===== src/rtl/ldpc_dec_mem_sched.sv =====
// Initiator-side access scheduler for the LDPC shift-RAM array: walks the H table,
// issues reads, and replays each read as a write-back when the node engine answers.
module ldpc_dec_mem_sched #(
  parameter int pADDR_W     = 8,
  parameter int pSELA_W     = 2,
  parameter int pTBL_W      = 10,
  parameter int pFIFO_DEPTH = 16,
  parameter int pITER_W     = 6,
  parameter int pTAG_W      = 2
) (
  input  logic               iclk,
  input  logic               ireset,
  input  logic               iclkena,
  input  logic               istart,
  input  logic [pTBL_W-1:0]  itbl_n,
  input  logic [pITER_W-1:0] initer,
  output logic               obusy,
  output logic               odone,
  output logic               oerr,
  output logic [pTBL_W-1:0]  otbl_addr,
  input  logic [pADDR_W-1:0] itbl_addr,
  input  logic [pSELA_W-1:0] itbl_sela,
  input  logic               itbl_mask,
  input  logic               itbl_first,
  input  logic               itbl_last,
  output logic               orval,
  output logic [pADDR_W-1:0] oraddr,
  output logic [pSELA_W-1:0] orsela,
  output logic               ormask,
  output logic [pTAG_W-1:0]  ortag,
  output logic [pITER_W-1:0] oiter,
  input  logic               iwval,
  output logic               owrite,
  output logic [pADDR_W-1:0] owaddr,
  output logic [pSELA_W-1:0] owsela,
  output logic               owmask
);

  localparam int cPTR_W = $clog2(pFIFO_DEPTH);
  localparam int cCNT_W = cPTR_W + 1;
  localparam int cENT_W = pADDR_W + pSELA_W + 1;
  localparam logic [cCNT_W:0] cCREDIT = (cCNT_W+1)'(pFIFO_DEPTH);

  localparam logic [1:0] cIDLE  = 2'd0;
  localparam logic [1:0] cISSUE = 2'd1;
  localparam logic [1:0] cDRAIN = 2'd2;
  localparam logic [1:0] cDONE  = 2'd3;

  logic [1:0]         state_reg, state_next;
  logic [pTBL_W-1:0]  tbl_n_reg, tbl_addr_reg;
  logic [pITER_W-1:0] iter_lim_reg, iter_reg;
  logic [cCNT_W-1:0]  cnt_reg;
  logic [cPTR_W-1:0]  wr_ptr_reg, rd_ptr_reg;
  logic               pend_reg, err_reg, owrite_reg;
  logic [pADDR_W-1:0] raddr_reg;
  logic [pSELA_W-1:0] rsela_reg;
  logic               rmask_reg;
  logic [pTAG_W-1:0]  rtag_reg;
  logic [cENT_W-1:0]  fifo_mem [pFIFO_DEPTH];
  logic [cENT_W-1:0]  rd_data_reg;

  logic [cCNT_W:0]    credit;
  logic               fetch_en, last_fetch, push, pop, wr_err, drain_ok;

  // The credit counts the fetch still in the table pipeline, so a push can never hit a full FIFO.
  always_comb begin
    credit     = {1'b0, cnt_reg} + {{cCNT_W{1'b0}}, pend_reg};
    fetch_en   = (state_reg == cISSUE) && (credit < cCREDIT);
    last_fetch = fetch_en && (tbl_addr_reg == tbl_n_reg);
    push       = pend_reg;
    pop        = iwval && (state_reg != cIDLE) && (cnt_reg != '0);
    wr_err     = iwval && (state_reg != cIDLE) && (cnt_reg == '0);
    drain_ok   = (cnt_reg == '0) && !pend_reg;
    state_next = state_reg;
    case (state_reg)
      cIDLE:   if (istart) state_next = cISSUE;
      cISSUE:  if (last_fetch) state_next = cDRAIN;
      cDRAIN:  if (drain_ok) state_next = (iter_reg == iter_lim_reg) ? cDONE : cISSUE;
      cDONE:   state_next = cIDLE;
      default: state_next = cIDLE;
    endcase
  end

  always_ff @(posedge iclk) begin
    if (ireset) begin
      state_reg    <= cIDLE;
      tbl_n_reg    <= '0;
      tbl_addr_reg <= '0;
      iter_lim_reg <= '0;
      iter_reg     <= '0;
      cnt_reg      <= '0;
      wr_ptr_reg   <= '0;
      rd_ptr_reg   <= '0;
      pend_reg     <= 1'b0;
      err_reg      <= 1'b0;
      owrite_reg   <= 1'b0;
      raddr_reg    <= '0;
      rsela_reg    <= '0;
      rmask_reg    <= 1'b0;
      rtag_reg     <= '0;
    end else if (iclkena) begin
      state_reg  <= state_next;
      pend_reg   <= fetch_en;
      owrite_reg <= pop;
      if (state_reg == cIDLE && istart) begin
        tbl_n_reg    <= itbl_n;
        iter_lim_reg <= (initer == '0) ? '0 : initer - 1'b1;
        iter_reg     <= '0;
        tbl_addr_reg <= '0;
        err_reg      <= 1'b0;
      end
      if (fetch_en)
        tbl_addr_reg <= tbl_addr_reg + 1'b1;
      if (state_reg == cDRAIN && drain_ok && iter_reg != iter_lim_reg) begin
        iter_reg     <= iter_reg + 1'b1;
        tbl_addr_reg <= '0;
      end
      if (wr_err)
        err_reg <= 1'b1;
      if (push) begin
        raddr_reg  <= itbl_addr;
        rsela_reg  <= itbl_sela;
        rmask_reg  <= itbl_mask;
        rtag_reg   <= pTAG_W'({itbl_last, itbl_first});
        wr_ptr_reg <= wr_ptr_reg + 1'b1;
      end
      if (pop)
        rd_ptr_reg <= rd_ptr_reg + 1'b1;
      case ({push, pop})
        2'b10:   cnt_reg <= cnt_reg + 1'b1;
        2'b01:   cnt_reg <= cnt_reg - 1'b1;
        default: cnt_reg <= cnt_reg;
      endcase
    end
  end

  // Replay storage: plain array with a registered read port feeding the write command.
  always_ff @(posedge iclk) begin
    if (iclkena && push)
      fifo_mem[wr_ptr_reg] <= {itbl_mask, itbl_sela, itbl_addr};
    if (ireset)
      rd_data_reg <= '0;
    else if (iclkena && pop)
      rd_data_reg <= fifo_mem[rd_ptr_reg];
  end

  // Read data comes straight from the table during the issue cycle and holds afterwards.
  assign orval     = pend_reg;
  assign oraddr    = pend_reg ? itbl_addr : raddr_reg;
  assign orsela    = pend_reg ? itbl_sela : rsela_reg;
  assign ormask    = pend_reg ? itbl_mask : rmask_reg;
  assign ortag     = pend_reg ? pTAG_W'({itbl_last, itbl_first}) : rtag_reg;
  assign owrite    = owrite_reg;
  assign owaddr    = rd_data_reg[pADDR_W-1:0];
  assign owsela    = rd_data_reg[pADDR_W +: pSELA_W];
  assign owmask    = rd_data_reg[cENT_W-1];
  assign otbl_addr = tbl_addr_reg;
  assign oiter     = iter_reg;
  assign oerr      = err_reg;
  assign obusy     = (state_reg == cISSUE) || (state_reg == cDRAIN);
  assign odone     = (state_reg == cDONE);

endmodule


===== config.mk =====
export PLATFORM = sky130hd
export DESIGN_NAME = ldpc_dec_mem_sched
export DESIGN_NICKNAME = d
export VERILOG_FILES = /design/src/rtl/ldpc_dec_mem_sched.sv
export SDC_FILE = /design/constraint.sdc
export NUM_CORES = 1
export LEC_CHECK = 0
export ABC_AREA = 1
export BUFFER_PORTS_ARGS = -buffer_cell sky130_fd_sc_hd__buf_2
export CAP_MARGIN = 20
export CORE_MARGIN = 8
export CORE_UTILIZATION = 54
export DETAILED_ROUTE_END_ITERATION = 7
export PLACE_DENSITY = 0.86
export SLEW_MARGIN = 25
export SYNTH_ARGS = -nofsm -noshare
export SYNTH_HDL_FRONTEND = slang
export SYNTH_SLANG_ARGS = --single-unit
export TNS_END_PERCENT = 20

===== constraint.sdc =====
create_clock -name iclk -period 2 [get_ports iclk]
set_clock_uncertainty 0.15 [all_clocks]
set_input_delay 0.6 -clock iclk [delete_from_list [all_inputs] [get_ports iclk]]
set_output_delay 0.6 -clock iclk [all_outputs]
set_load 0.1 [all_outputs]

==> results.sh <==
export IMPL_p_leak_nw=5.263
export IMPL_yosys_cell_types_count=39
export IMPL_multiInputGateArea_mm2=0.004164
export IMPL_p_int_mw=8.622
export IMPL_slew_headroom_pct=59.58
export IMPL_finalHoldViolCount=0
export IMPL_antenna_found_initial=2
export IMPL_timing_worst_slew_pin_value_ns=0.6056
export IMPL_path_clk_slew_ns=0.07
export IMPL_violations="negative setup slack"
export IMPL_power_switching_mw=2.760
export IMPL_synth_seq_cells=250
export IMPL_clkSinkCount=250
export IMPL_port_buffers=78
export IMPL_core_area_mm2=0.02017
export IMPL_synth_warnings=0
export IMPL_postSynth_asyncResetShare_pct=0
export IMPL_drt_pass1_iterations=7
export IMPL_track_usage_pct=23.13
export IMPL_row_count=52
export IMPL_synth_main_ff_cell="edfxtp_1"
export IMPL_syn_area_mm2=0.01102
export IMPL_syn2layout_area_growth_pct=27.85
export IMPL_synth_cells=1134
export IMPL_grt_first_pass_wirelength_mm=47.43
export IMPL_dp_hpwl_mm=18.36
export IMPL_cp_start_kind="register"
export IMPL_largest_register_ffs=176
export IMPL_outcome="finished, violations left"
export IMPL_rr_startpoint="state_reg[0]$_SDFFE_PP0P_"
export IMPL_ios=79
export IMPL_p_seq_share_pct=49.6
export IMPL_cts_tree="yes"
export IMPL_cts_root_buf="clkbuf_16"
export IMPL_design_power_total_mw=11.38
export IMPL_vias=9042
export IMPL_final_area_mm2=0.01409
export IMPL_htree_num_levels=1
export IMPL_final_cells=1548
export IMPL_period_minus_slack_ns=2.243
export IMPL_startpoint="state_reg[0]$_SDFFE_PP0P_"
export IMPL_peakVddDrop_mv=0.7679
export IMPL_die_w_um=158.9
export IMPL_finalCritPeriodShare_pct=112.2
export IMPL_swShare_pct=24.25
export IMPL_register_area_mm2=0.006798
export IMPL_drc=0
export IMPL_whs_ns=0.2111
export IMPL_routed_wl_mm=31.04
export IMPL_start_util_pct=54.66
export IMPL_crit_path_end_kind="register"
export IMPL_p_per_area_mw_per_mm2=807.5
export IMPL_clock_path_buffers=3
export IMPL_via_per_inst=5.841
export IMPL_gp_congestion=0.8791
export IMPL_fin_nets=1311
export IMPL_hold_start="itbl_n[6]"
export IMPL_power_frac_clock_pct=40.6
export IMPL_ant_nets=0
export IMPL_clk_insertion_delay_late_ns=0.52
export IMPL_setup_tns_ns=-3.422
export IMPL_dp_slack_ns=-0.3199
export IMPL_cp_required_ns=2.30
export IMPL_setup_violations_final=22
export IMPL_cp_arrival_ns=2.55
export IMPL_nFillCells=1289
export IMPL_final_common_cell="nor2_1"
export IMPL_final_max_slew_viol_count=0
export IMPL_grt_pass1_vias=9024
export IMPL_ctsHoldBuffers=0
export IMPL_drv_cap=0
export IMPL_timing_final_ws_setup_ns=-0.2435
export IMPL_wl_per_cell_um=20.05
export IMPL_cts_buffers=25
export IMPL_critPathMaxFanout=4
export IMPL_synth_nets=1185
export IMPL_synth_edf_count=176
export IMPL_layout_common_cells="nor2_1, edfxtp_1, o21ai_0, nand2_1, buf_4"
export IMPL_first_iter_violations=887
export IMPL_grt_max_degree=43
export IMPL_min_path_type="input pin to register"
export IMPL_crit_type="register to register"
export IMPL_drive_gt1_share_pct=24.35
export IMPL_syn_avg_cell_area_um2=9.722
export IMPL_dp_cells=1497
export IMPL_max_freq_ghz=0.4457
export IMPL_fin_util_pct=69.88
export IMPL_pwr_share_comb_pct=9.8
export IMPL_rsz0062_at_grt="yes"
export IMPL_die_area_mm2=0.02524
export IMPL_yosysSeqAreaShare_pct=61.38
export IMPL_gr_total_overflow=0
export IMPL_die_h_um=158.9
export IMPL_dpl_instance_area_mm2=0.01273
cells by family after synthesis:
kind of cell / Yosys count / synth area share (%)
AO/OA/AOI/OAI: 240 / 12.50
XOR/XNOR: 18 / 1.430
adder cells (fa/ha/maj): 17 / 1.929
buffers and inverters: 139 / 5.130
flip-flops: 250 / 61.38
AND/OR/NAND/NOR: 470 / 17.64
power groups by stage:
stage / sequential [mW] / combinational, mW / clock [mW]
floorplan: 5.83 / 0.542 / 0
global placement: 5.74 / 0.953 / 0
detailed placement: 5.75 / 0.977 / 0
CTS: 5.64 / 1.04 / 4.63
global route: 5.65 / 1.18 / 4.84
finish: 5.65 / 1.11 / 4.62
synthesized netlist by cell type (12+ instances only):
cell	count	share of area (%)
nand2_1	160	5.4
buf_2	12	0.54
xor2_1	16	1.3
inv_1	71	2.4
a21oi_1	39	1.8
o211ai_1	41	2.8
nand3_1	38	1.7
nor2_1	233	7.9
o21ai_0	138	6.3
ha_1	17	1.9
edfxtp_1	176	48
dfxtp_1	74	13
clkbuf_1	34	1.2
area by class of cell:
class,count,area share [%]
diodes,1,0.01775
clock buffers,27,4.492
clock inverters,17,1.154
inverters,82,2.273
multi-input cells,745,29.54
flip-flops and latches,250,48.23
well taps,270,2.397
repair buffers,156,11.90
what timing repair did:
action                     in CTS  in global routing
buffers inserted                2                  2
gates cloned                    1                  1
resized for setup              92                 51
pin swaps                       2                 10
setup endpoints to repair      47                 33
per-layer routing:
layer | track usage, % | wire length [um]
met1 | 26.79 | 11170
met2 | 41.34 | 15900
met3 | 3.878 | 2667
met4 | 10.51 | 1298
met5 | 0 | 0
worst max-delay path: stages, from the launching register on:
cell and delay, ns:
dfxtp_2 0.33, inv_2 0.07, ha_4 0.14, inv_2 0.05, nand3_2 0.07, inv_2 0.05, ha_4 0.16, xor2_2 0.15
ha_2 0.18, a21o_1 0.18, and3_4 0.19, nor2_2 0.11, nand2_1 0.06, nand2_1 0.10, nand2_1 0.07, a21oi_2 0.10
worst paths after layout:
check | cells past startpoint | to | slack (ns)
min | 3 | tbl_n_reg[6]$_SDFFE_PP0P_ | 0.21
min reg2reg | 2 | tbl_n_reg[7]$_SDFFE_PP0P_ | 0.32
max | 15 | cnt_reg[4]$_SDFFE_PP0P_ | -0.24
max reg2reg | 15 | cnt_reg[4]$_SDFFE_PP0P_ | -0.24
No activity file was read; power rests on OpenSTA's default activity.
